**src/rtl/cpu_ctrl_pkg.sv**
```systemverilog
// Shared definitions for the CPU pipeline control logic: sequencer state
// encoding and register-index constants.
package cpu_ctrl_pkg;

  localparam int REG_W = 5;
  localparam logic [REG_W-1:0] REG_ZERO = '0;

  typedef enum logic [1:0] {
    ST_RUN         = 2'd0,
    ST_IWAIT       = 2'd1,
    ST_IWAIT_REDIR = 2'd2,
    ST_DWAIT       = 2'd3
  } state_t;

  // True when a live source operand matches a writing destination other than r0.
  function automatic logic reg_match(input logic use_src,
                                     input logic [REG_W-1:0] src,
                                     input logic [REG_W-1:0] dst,
                                     input logic dst_we);
    return use_src & dst_we & (src == dst) & (dst != REG_ZERO);
  endfunction

endpackage

```
**src/rtl/hazard_detect.sv**
```systemverilog
// Combinational RAW / load-use comparator for the instruction in ID.
// With a forwarding network only loads in EX stall; otherwise any EX/MEM writer does.
module hazard_detect
  import cpu_ctrl_pkg::*;
#(
  parameter int FORWARD = 1
) (
  input  logic [REG_W-1:0] id_rs,
  input  logic [REG_W-1:0] id_rt,
  input  logic             id_use_rs,
  input  logic             id_use_rt,
  input  logic [REG_W-1:0] ex_rd,
  input  logic [REG_W-1:0] mem_rd,
  input  logic             ex_regwrite,
  input  logic             mem_regwrite,
  input  logic             ex_memread,
  output logic             hazard
);

  logic w_ex_hit;
  logic w_mem_hit;

  assign w_ex_hit  = reg_match(id_use_rs, id_rs, ex_rd, ex_regwrite) |
                     reg_match(id_use_rt, id_rt, ex_rd, ex_regwrite);
  assign w_mem_hit = reg_match(id_use_rs, id_rs, mem_rd, mem_regwrite) |
                     reg_match(id_use_rt, id_rt, mem_rd, mem_regwrite);

  generate
    if (FORWARD != 0) begin : g_fwd
      assign hazard = w_ex_hit & ex_memread;
    end else begin : g_nofwd
      assign hazard = w_ex_hit | w_mem_hit;
    end
  endgenerate

endmodule

```
**src/rtl/hazard_ctrl.sv**
```systemverilog
// Central 5-stage pipeline sequencer: write-enable / flush control for PC and
// pipeline registers, pending-redirect holding across fetch waits, perf counters.
module hazard_ctrl
  import cpu_ctrl_pkg::*;
#(
  parameter int FORWARD = 1,
  parameter int CNT_W   = 32
) (
  input  logic             clk,
  input  logic             rst,
  input  logic [REG_W-1:0] id_rs,
  input  logic [REG_W-1:0] id_rt,
  input  logic             id_use_rs,
  input  logic             id_use_rt,
  input  logic [REG_W-1:0] ex_rd,
  input  logic [REG_W-1:0] mem_rd,
  input  logic             ex_regwrite,
  input  logic             mem_regwrite,
  input  logic             ex_memread,
  input  logic             ex_branch_taken,
  input  logic [31:0]      ex_target,
  input  logic             imem_ready,
  input  logic             dmem_req,
  input  logic             dmem_ready,
  output logic             pc_we,
  output logic             pc_redirect,
  output logic [31:0]      pc_target,
  output logic             if_id_we,
  output logic             if_id_zero,
  output logic             id_ex_we,
  output logic             id_ex_zero,
  output logic             ex_mem_we,
  output logic             ex_mem_zero,
  output logic             mem_wb_we,
  output logic             mem_wb_zero,
  output logic [CNT_W-1:0] stall_cnt,
  output logic [CNT_W-1:0] flush_cnt
);

  state_t           r_state;
  state_t           w_next;
  logic [31:0]      r_target;
  logic [CNT_W-1:0] r_stall_cnt;
  logic [CNT_W-1:0] r_flush_cnt;
  logic             w_hazard;
  logic             w_dwait;
  logic             w_accept;
  logic             w_latch;

  hazard_detect #(
    .FORWARD(FORWARD)
  ) u_detect (
    .id_rs       (id_rs),
    .id_rt       (id_rt),
    .id_use_rs   (id_use_rs),
    .id_use_rt   (id_use_rt),
    .ex_rd       (ex_rd),
    .mem_rd      (mem_rd),
    .ex_regwrite (ex_regwrite),
    .mem_regwrite(mem_regwrite),
    .ex_memread  (ex_memread),
    .hazard      (w_hazard)
  );

  assign w_dwait = dmem_req & ~dmem_ready;

  always_comb begin
    pc_we       = 1'b1;
    pc_redirect = 1'b0;
    pc_target   = ex_target;
    if_id_we    = 1'b1;
    if_id_zero  = 1'b0;
    id_ex_we    = 1'b1;
    id_ex_zero  = 1'b0;
    ex_mem_we   = 1'b1;
    ex_mem_zero = 1'b0;
    mem_wb_we   = 1'b1;
    mem_wb_zero = 1'b0;
    w_next      = r_state;
    w_accept    = 1'b0;
    w_latch     = 1'b0;

    if (!rst) begin
      if (w_dwait) begin
        // Whole front end frozen, so a taken branch in EX is simply re-presented later.
        pc_we       = 1'b0;
        if_id_we    = 1'b0;
        id_ex_we    = 1'b0;
        ex_mem_we   = 1'b0;
        mem_wb_zero = 1'b1;
        w_next      = (r_state == ST_IWAIT_REDIR) ? ST_IWAIT_REDIR : ST_DWAIT;
      end else if (r_state == ST_IWAIT_REDIR) begin
        // Younger path already squashed: further redirects and hazards are moot.
        if_id_zero = 1'b1;
        pc_target  = r_target;
        if (imem_ready) begin
          pc_redirect = 1'b1;
          w_next      = ST_RUN;
        end else begin
          pc_we = 1'b0;
        end
      end else if (ex_branch_taken) begin
        w_accept   = 1'b1;
        if_id_zero = 1'b1;
        id_ex_zero = 1'b1;
        if (imem_ready) begin
          pc_redirect = 1'b1;
          w_next      = ST_RUN;
        end else begin
          pc_we   = 1'b0;
          w_latch = 1'b1;
          w_next  = ST_IWAIT_REDIR;
        end
      end else if (!imem_ready) begin
        pc_we      = 1'b0;
        if_id_zero = 1'b1;
        w_next     = ST_IWAIT;
      end else begin
        w_next = ST_RUN;
        if (w_hazard) begin
          pc_we      = 1'b0;
          if_id_we   = 1'b0;
          id_ex_zero = 1'b1;
        end
      end
    end
  end

  always_ff @(posedge clk or posedge rst) begin
    if (rst) begin
      r_state     <= ST_RUN;
      r_target    <= '0;
      r_stall_cnt <= '0;
      r_flush_cnt <= '0;
    end else begin
      r_state <= w_next;
      if (w_latch) begin
        r_target <= ex_target;
      end
      if (!pc_we) begin
        r_stall_cnt <= r_stall_cnt + CNT_W'(1);
      end
      if (w_accept) begin
        r_flush_cnt <= r_flush_cnt + CNT_W'(1);
      end
    end
  end

  assign stall_cnt = r_stall_cnt;
  assign flush_cnt = r_flush_cnt;

endmodule

```
**config.mk**
```make
export PLATFORM = sky130hd
export DESIGN_NAME = hazard_ctrl
export DESIGN_NICKNAME = d
export VERILOG_FILES = /design/src/rtl/cpu_ctrl_pkg.sv /design/src/rtl/hazard_detect.sv /design/src/rtl/hazard_ctrl.sv
export SDC_FILE = /design/constraint.sdc
export NUM_CORES = 1
export LEC_CHECK = 0
export CORE_MARGIN = 3
export CORE_UTILIZATION = 40
export DETAILED_ROUTE_END_ITERATION = 8
export DONT_BUFFER_PORTS = 1
export GPL_TIMING_DRIVEN = 0
export SLEW_MARGIN = 20
export SYNTH_ARGS = -nofsm -noshare
export SYNTH_HDL_FRONTEND = slang
export SYNTH_SLANG_ARGS = --single-unit
```
**constraint.sdc**
```tcl
create_clock -name clk -period 11.3 [get_ports clk]
set_clock_uncertainty 0.2 [all_clocks]
set_input_delay 0.565 -clock clk [delete_from_list [all_inputs] [get_ports clk]]
set_output_delay 0.565 -clock clk [all_outputs]
set_load 0.05 [all_outputs]
```
# Word-level counts from Yosys, hierarchy flattened
# Index checks and enable logic that the tools add are counted.
# totals
output_inout_bits,106
word_cells,72
reg_bits,98
input_bits,63
# op_classes
reduce_logical,2
n_bitwise,11
muxes,49
n_addsub,2
n_eq_ne,4
# op_table
op,count
$mux 32,3
$add 32x1->32 const B,2
$mux 1,41
$eq 5x5->1,2
$mux 2,5
$and 1x1->1,8
$reduce_bool 5->1,1
$ne 3x3->1 const B,1
$eq 2x2->1 const B,1
$not 1->1,2
$reduce_and 2->1,1
$or 1x1->1,1

# Longest topological paths before layout
# Gate-level depths: netlist of run 1.
# logic_depth
word_depth,11
mapped_depth,8
mapped_depth_nobuf,7

# By module
# From an unflattened synthesis of run 1, not the netlist that was laid out.
# unflattened
hier_cells,411
hier_area_um2,4865.9
# modules_own_cells
mod,instances,seq_area_each_um2,area_each_um2,cells_each
hazard_ctrl,1,2452.4,4729.5,394
hazard_detect,1,0.0,136.4,17

# Least setup slack after synthesis of run 1
# Ideal clock, no wire load.
# synth_timing
path_type,input -> output
start,input rst
end,output mem_wb_zero
cell_stages,3
arrival_time_ns,4.416
required_ns,10.535
path_buffers,0
slack_ns,6.119
path_cell_list,inv_1 > nand2_1 > inv_1
# synth_between
elab_chain_cells,1
# synth_lines
item,line,rtl
from (decl),hazard_ctrl.sv:10,"input logic rst,"
$mux 1,hazard_ctrl.sv:83,if (!rst) begin
to (decl),hazard_ctrl.sv:35,"output logic mem_wb_zero,"
# Every way passes these cells.

# Worst setup path after layout of run 1
# layout_timing
start,input rst
end,output pc_target[6]
# layout_between
elab_chain_cells,1
# layout_lines
item,line,rtl
$mux 32,hazard_ctrl.sv:83,
to (decl),hazard_ctrl.sv:27,"output logic [31:0] pc_target,"
# Every way passes these cells.

==> results.cfg, run 1 <==
[global_routing]
antenna_found_initial = 0
grt_pass1_vias = 3196
grt_max_degree = 70
grt_overflow = 0
met2_usage_pct = 25.7
grt_use_total_pct = 15.5
grt_pass1_wl_mm = 16.3
met3_usage_pct = 5.63
busiest_layer = met2
met1_usage_pct = 18.7

[timing]
setup_tns_ns = 0
rsz0062_at_grt = no
drv_slew = 0
fmax_mhz = 249
slew_headroom_pct = 24.1
min_period_ns = 4.02
max_slew.worst_pin.slew_ns = 1.14
setup_violations = 0
fin_crit_sh_pct = 35.6
hold_viol_final = 0

[setup_path]
critPathBufInv = 5
crit_type = input port to primary output
required_ns = 10.54
crit_path_cell_trace = dlygate4sd3_1 > inv_6 > buf_16 > and3_1 > clkbuf_1 > buf_1 > mux2_2
slowest_stage = dlygate4sd3_1
worstPathArrival_ns = 3.26
critPathLaunchType = input port
cp_top_family = buffers and inverters
cp-end-kind = primary output
critPathMaxFanout = 69
slowest_delay_ns = 0.60

[drt]
via_per_inst = 5.42
route.detailed.drc = 0
drt_iter0_drc = 138
wl_per_cell_um = 17.8
wl_mm = 10.2
postRouteAntennaNets = 0
num_vias = 3105
dr.pass1.iters = 4

[logic_synthesis]
synthCells = 414
synth.ff_latch_count = 98
synth-compound-area-share_pct = 1.78
syn_area_um2 = 4780
synth-seq-area-share_pct = 51.3
synth_xor_xnor_area_share_pct = 13.2
synthAdderAreaFrac_pct = 0.524
synth_top_family_by_area = simple AND/OR/NAND/NOR gates
ys_warn_count = 0
yosys.area_share.simple_pct = 15.5
ys_types = 33
yosys-mux-area-fraction_pct = 15.3
syn_nets = 479
synth_area_per_cell_um2 = 11.5

[die]
ios = 169
design.core.area_um2 = 11600
fp.dieW_um = 115
rows = 39
initial_utilization_pct = 41.3
die_h_um = 115
fp.dieArea_um2 = 13300

[power]
cellPowerDensity_nw_per_um2 = 191
leakagePower_nw = 2.24
ir_worst_vdd_mv = 0.142

[layout]
final_cells = 573
fillers = 1105
synthToLayoutAreaGrowth_pct = 11.3
register_area_um2 = 2450
multi_input_area_um2 = 2230
layout_commonest_cell = dfrtp_1
drive_gt1_share_pct = 22.6
mostFrequentLayoutCells = dfrtp_1, mux2_2, xnor2_1, nand2_1, nand4_1
diodes = 0
nets = 492

[clocking]
cts_num_sinks = 98
clk_path_buf_depth = 2
cts-buffers-inserted = 9
cts_root_buf = clkbuf_16
cts_tree = built
htree_levels = 3
clkTransAtPathRegs_ns = 0.06
clk_latency_ns = 0.33

[placement]
hpwl_mm = 7.70
io_buffers = 0
gp_congestion = 0.763
dp.cells = 558

[hold_path]
hp-class = input port to flop

[outcome]
status = finished clean

[run]
maxCapViolations = 0
## flip-flops by register name, summed over array words and instances (netlist names)
signal / cells
r_state: 2
stall_cnt: 32
r_target: 32
flush_cnt: 32
## cells by family (layout without fill, tap and decap cells)
| logic type | count (synthesis) | after routing |
|---|---|---|
| adders and majority gates | 2 | 2 |
| buffers and inverters | 23 | 39 |
| muxes | 65 | 65 |
| other | 2 | 2 |
| AOI/OAI and AO/OA | 11 | 11 |
| and+or+nand+nor | 141 | 141 |
| xor gates and xnor gates | 72 | 72 |
| DFF | 98 | 98 |
## repair_timing
item,CTS,global route
gates resized for setup,0,0
setup buffers,0,0
hold endpoints to repair,32,0
hold buffers,1,0
## stage by stage
stage               hold WS (ns)  worst slack (ns)  total power [mW]  util, %  area, µm²
floorplan                  0.275              6.12             0.674        -       4780
global placement           0.283              4.84             0.701     42.8       4950
detailed placement         0.238              7.84             0.708     43.2       5000
CTS                        0.127              7.18              1.03     46.0       5320
global route               0.136              7.06              1.07     46.0       5320
finish                     0.146              7.28              1.02     46.0       5320
## Yosys cell counts
| master | n | area (µm²) |
|---|---|---|
| inv_2 | 1 | 3.75 |
| o41ai_4 | 1 | 27.5 |
| and2_1 | 1 | 6.26 |
| nor3_1 | 14 | 70.1 |
| ha_1 | 2 | 25.0 |
| buf_2 | 3 | 15.0 |
| nand2_1 | 35 | 131 |
| and3_1 | 11 | 68.8 |
| inv_1 | 5 | 18.8 |
| conb_1 | 2 | 7.51 |
| o22a_1 | 2 | 17.5 |
| or3_1 | 1 | 6.26 |
| a21oi_1 | 3 | 15.0 |
| nor2_1 | 20 | 75.1 |
| nand2b_1 | 2 | 12.5 |
| nand4_1 | 23 | 144 |
| nor2b_1 | 2 | 12.5 |
| nor4_1 | 4 | 25.0 |
| xor2_1 | 22 | 193 |
| clkbuf_1 | 5 | 18.8 |
| or2_2 | 1 | 6.26 |
| dfrtp_1 | 98 | 2450 |
| nor3_2 | 3 | 30.0 |
| nand3_1 | 19 | 95.1 |
| buf_4 | 4 | 30.0 |
| xnor2_1 | 50 | 438 |
| o21ai_0 | 5 | 25.0 |
| nor4b_2 | 2 | 30.0 |
| mux2_2 | 65 | 732 |
| buf_1 | 5 | 18.8 |
| nor4b_1 | 1 | 8.76 |
| or4_1 | 1 | 7.51 |
| and4_1 | 1 | 8.76 |
## final timing paths
path	start	end	slack [ns]	cells after the start
max	rst	pc_target[6]	7.28	7
min	rst	r_state[1]$_DFFE_PP0P_	0.15	1
max reg2reg	r_state[1]$_DFFE_PP0P_	flush_cnt[15]$_DFFE_PP0P_	8.52	6
min reg2reg	r_target[27]$_DFFE_PP0P_	r_target[27]$_DFFE_PP0P_	0.30	1
max in group asynchronous	rst	flush_cnt[18]$_DFFE_PP0P_	9.75	3
min in group asynchronous	rst	stall_cnt[9]$_DFFE_PP0N_	0.53	2
## power breakdown
group          internal (mW)  leakage [nW]  switching (mW)  total (mW)
sequential             0.405          1.26           0.125       0.531
combinational         0.0661         0.838           0.102       0.168
clock                  0.197         0.151           0.121       0.319
total                  0.669          2.24           0.349        1.02
## worst register-to-register path: stages (launching register included)
cell and delay [ns]:
dfrtp_1 0.39, nor2b_1 0.21, nor4b_2 0.52, nand4_1 0.36, nor3_1 0.61, nand4_1 0.20
xnor2_1 0.17
## routing by layer
metal | share of wire (%) | vias to the layer above
li1 | - | 1462
met1 | 41 | 1519
met5 | 0 | -
met3 | 8.7 | 9
met2 | 49 | 115
met4 | 1.4 | 0
## final cells by class
cell class | instances | share of cell area, %
Sequential cell | 98 | 46.1
Inverter | 6 | 0.518
Tap cell | 143 | 3.37
Multi-Input combinational cell | 293 | 41.9
Clock buffer | 11 | 4.57
Buffer | 17 | 1.55
Timing Repair Buffer | 2 | 0.706
Clock inverter | 3 | 1.22
Note: power is estimated with default switching activity, not from simulation.
==> inputs of run 2 (changes only) <==
Clock period 11.3 ns to 3.8 ns, I/O delays scaled along.
==> run 2 against run 1 <==
Against the previous run: final area up 8.1%; die area unchanged; sequential share of layout area down 3.5 points; utilization up 3.7 points; clock power rose to 3.0 times the previous value.
==> results.cfg, run 2 (synthesis gave the netlist of run 1 again) <==
[outcome]
status = finished clean

[die]
design.core.area_um2 = 11600
fp.dieW_um = 115
initial_utilization_pct = 41.3
fp.dieArea_um2 = 13300
ios = 169
rows = 39
die_h_um = 115

[hold_path]
hp-class = input port to flop

[timing]
rsz0062_at_grt = no
slew_headroom_pct = 27.0
min_period_ns = 3.23
setup_violations = 0
max_slew.worst_pin.slew_ns = 1.10
whs_ns = 0.0177
fmax_mhz = 309
hold_viol_final = 0
fin_crit_sh_pct = 85.0
drv_slew = 0

[layout]
fin_util_pct = 49.7
nets = 532
drive_gt1_share_pct = 21.4
mostFrequentLayoutCells = dfrtp_1, mux2_2, xnor2_1, dlygate4sd3_1, nand2_1
synthToLayoutAreaGrowth_pct = 20.3
diodes = 0
layout_commonest_cell = dfrtp_1

[power]
cellPowerDensity_nw_per_um2 = 540
leakagePower_nw = 2.42
ir_worst_vdd_mv = 0.379

[setup_path]
worstPathArrival_ns = 2.84
required_ns = 3.41
cp-end-kind = primary output
critPathLaunchType = input port
critPathMaxFanout = 34
crit_type = input port to primary output

[drt]
dr.pass1.iters = 4
wl_mm = 11.2
route.detailed.drc = 0
drt_iter0_drc = 149
postRouteAntennaNets = 0
wl_per_cell_um = 18.2
via_per_inst = 5.36
num_vias = 3297

[clocking]
clk_path_buf_depth = 2
cts-buffers-inserted = 9
cts_tree = built
cts_num_sinks = 98
clk_latency_ns = 0.34
clkTransAtPathRegs_ns = 0.07
cts-resized-gates = 0
htree_levels = 3
cts_root_buf = clkbuf_16

[global_routing]
grt_pass1_vias = 3414
grt_overflow = 0
grt_use_total_pct = 17.0
grt_max_degree = 35
antenna_found_initial = 0
grt_pass1_wl_mm = 17.6

[placement]
io_buffers = 0
hpwl_mm = 7.93
gp_congestion = 0.756

[run]
maxCapViolations = 0
-- run 2: cell types whose count changed in the layout (fill, tap and decap cells not counted) --
| cell | change |
|---|---|
| clkinv_4 | +1 |
| dlygate4sd3_1 | +38 |
| clkbuf_8 | -1 |
| clkinvlp_4 | +2 |
| buf_12 | +2 |
-- run 2: per-layer routing --
metal | GRT usage, % | part of all wire [%] | vias to the layer above
met3 | 5.53 | 8.5 | 10
met1 | 20.5 | 40 | 1617
met2 | 28.3 | 50 | 123
li1 | - | - | 1547
met5 | 0 | 0 | -
met4 | 6.10 | 1.6 | 0
-- run 2: final timing paths --
path                                             end  depth (start not counted)  slack, ns                      start
hold / removal             stall_cnt[24]$_DFFE_PP0N_                          3       0.02                        rst
hold reg to reg             r_target[27]$_DFFE_PP0P_                          1       0.30   r_target[27]$_DFFE_PP0P_
min in group asynchronous     r_state[0]$_DFFE_PP0P_                          2       0.26                        rst
setup / recovery                               pc_we                          8       0.57                        rst
setup reg to reg           stall_cnt[30]$_DFFE_PP0N_                          6       1.03  stall_cnt[14]$_DFFE_PP0N_
max in group asynchronous  stall_cnt[23]$_DFFE_PP0N_                          4       2.38                        rst
-- run 2: repair_timing --
item                      4_1_cts  5_1_grt
hold buffers                   39        0
hold endpoints to repair      103        0
buffers inserted                0        0
-- run 2: power by group --
part | switching [mW] | internal, mW | total [mW] | leakage [nW]
Combinational | 0.318 | 0.234 | 0.552 | 1.01
Sequential | 0.377 | 1.21 | 1.58 | 1.26
Clock | 0.388 | 0.579 | 0.967 | 0.153
-- run 2: critical path, stage by stage --
cell and delay [ns]:
dlygate4sd3_1 0.70, clkinvlp_4 0.49, buf_12 0.35, buf_12 0.19, o21ai_0 0.15, o41ai_4 0.24
inv_2 0.19, buf_4 0.31
-- run 2: stage by stage --
step                total power, mW  cell area (µm²)  TNS (ns)  setup WS (ns)  std cells
detailed placement             2.12             5040         0           1.01        560
floorplan                      2.00             4780         0          0.502        414
CTS                            3.14             5750         0          0.463        615
global route                   3.25             5750         0          0.348        615
global placement               2.08             4960    -12.39         -0.368        557
finish                         3.10             5750         0          0.569        615
-- run 2: area by class of cell --
cell class                      count  area [µm²]
Inverter                            6        26.3
Timing Repair Buffer               42         458
Clock inverter                      6        90.1
Multi-Input combinational cell    293        2230
Buffer                             17        82.6
Tap cell                          143         179
Fill cell                        1037        5820
Clock buffer                       10         229
Sequential cell                    98        2450
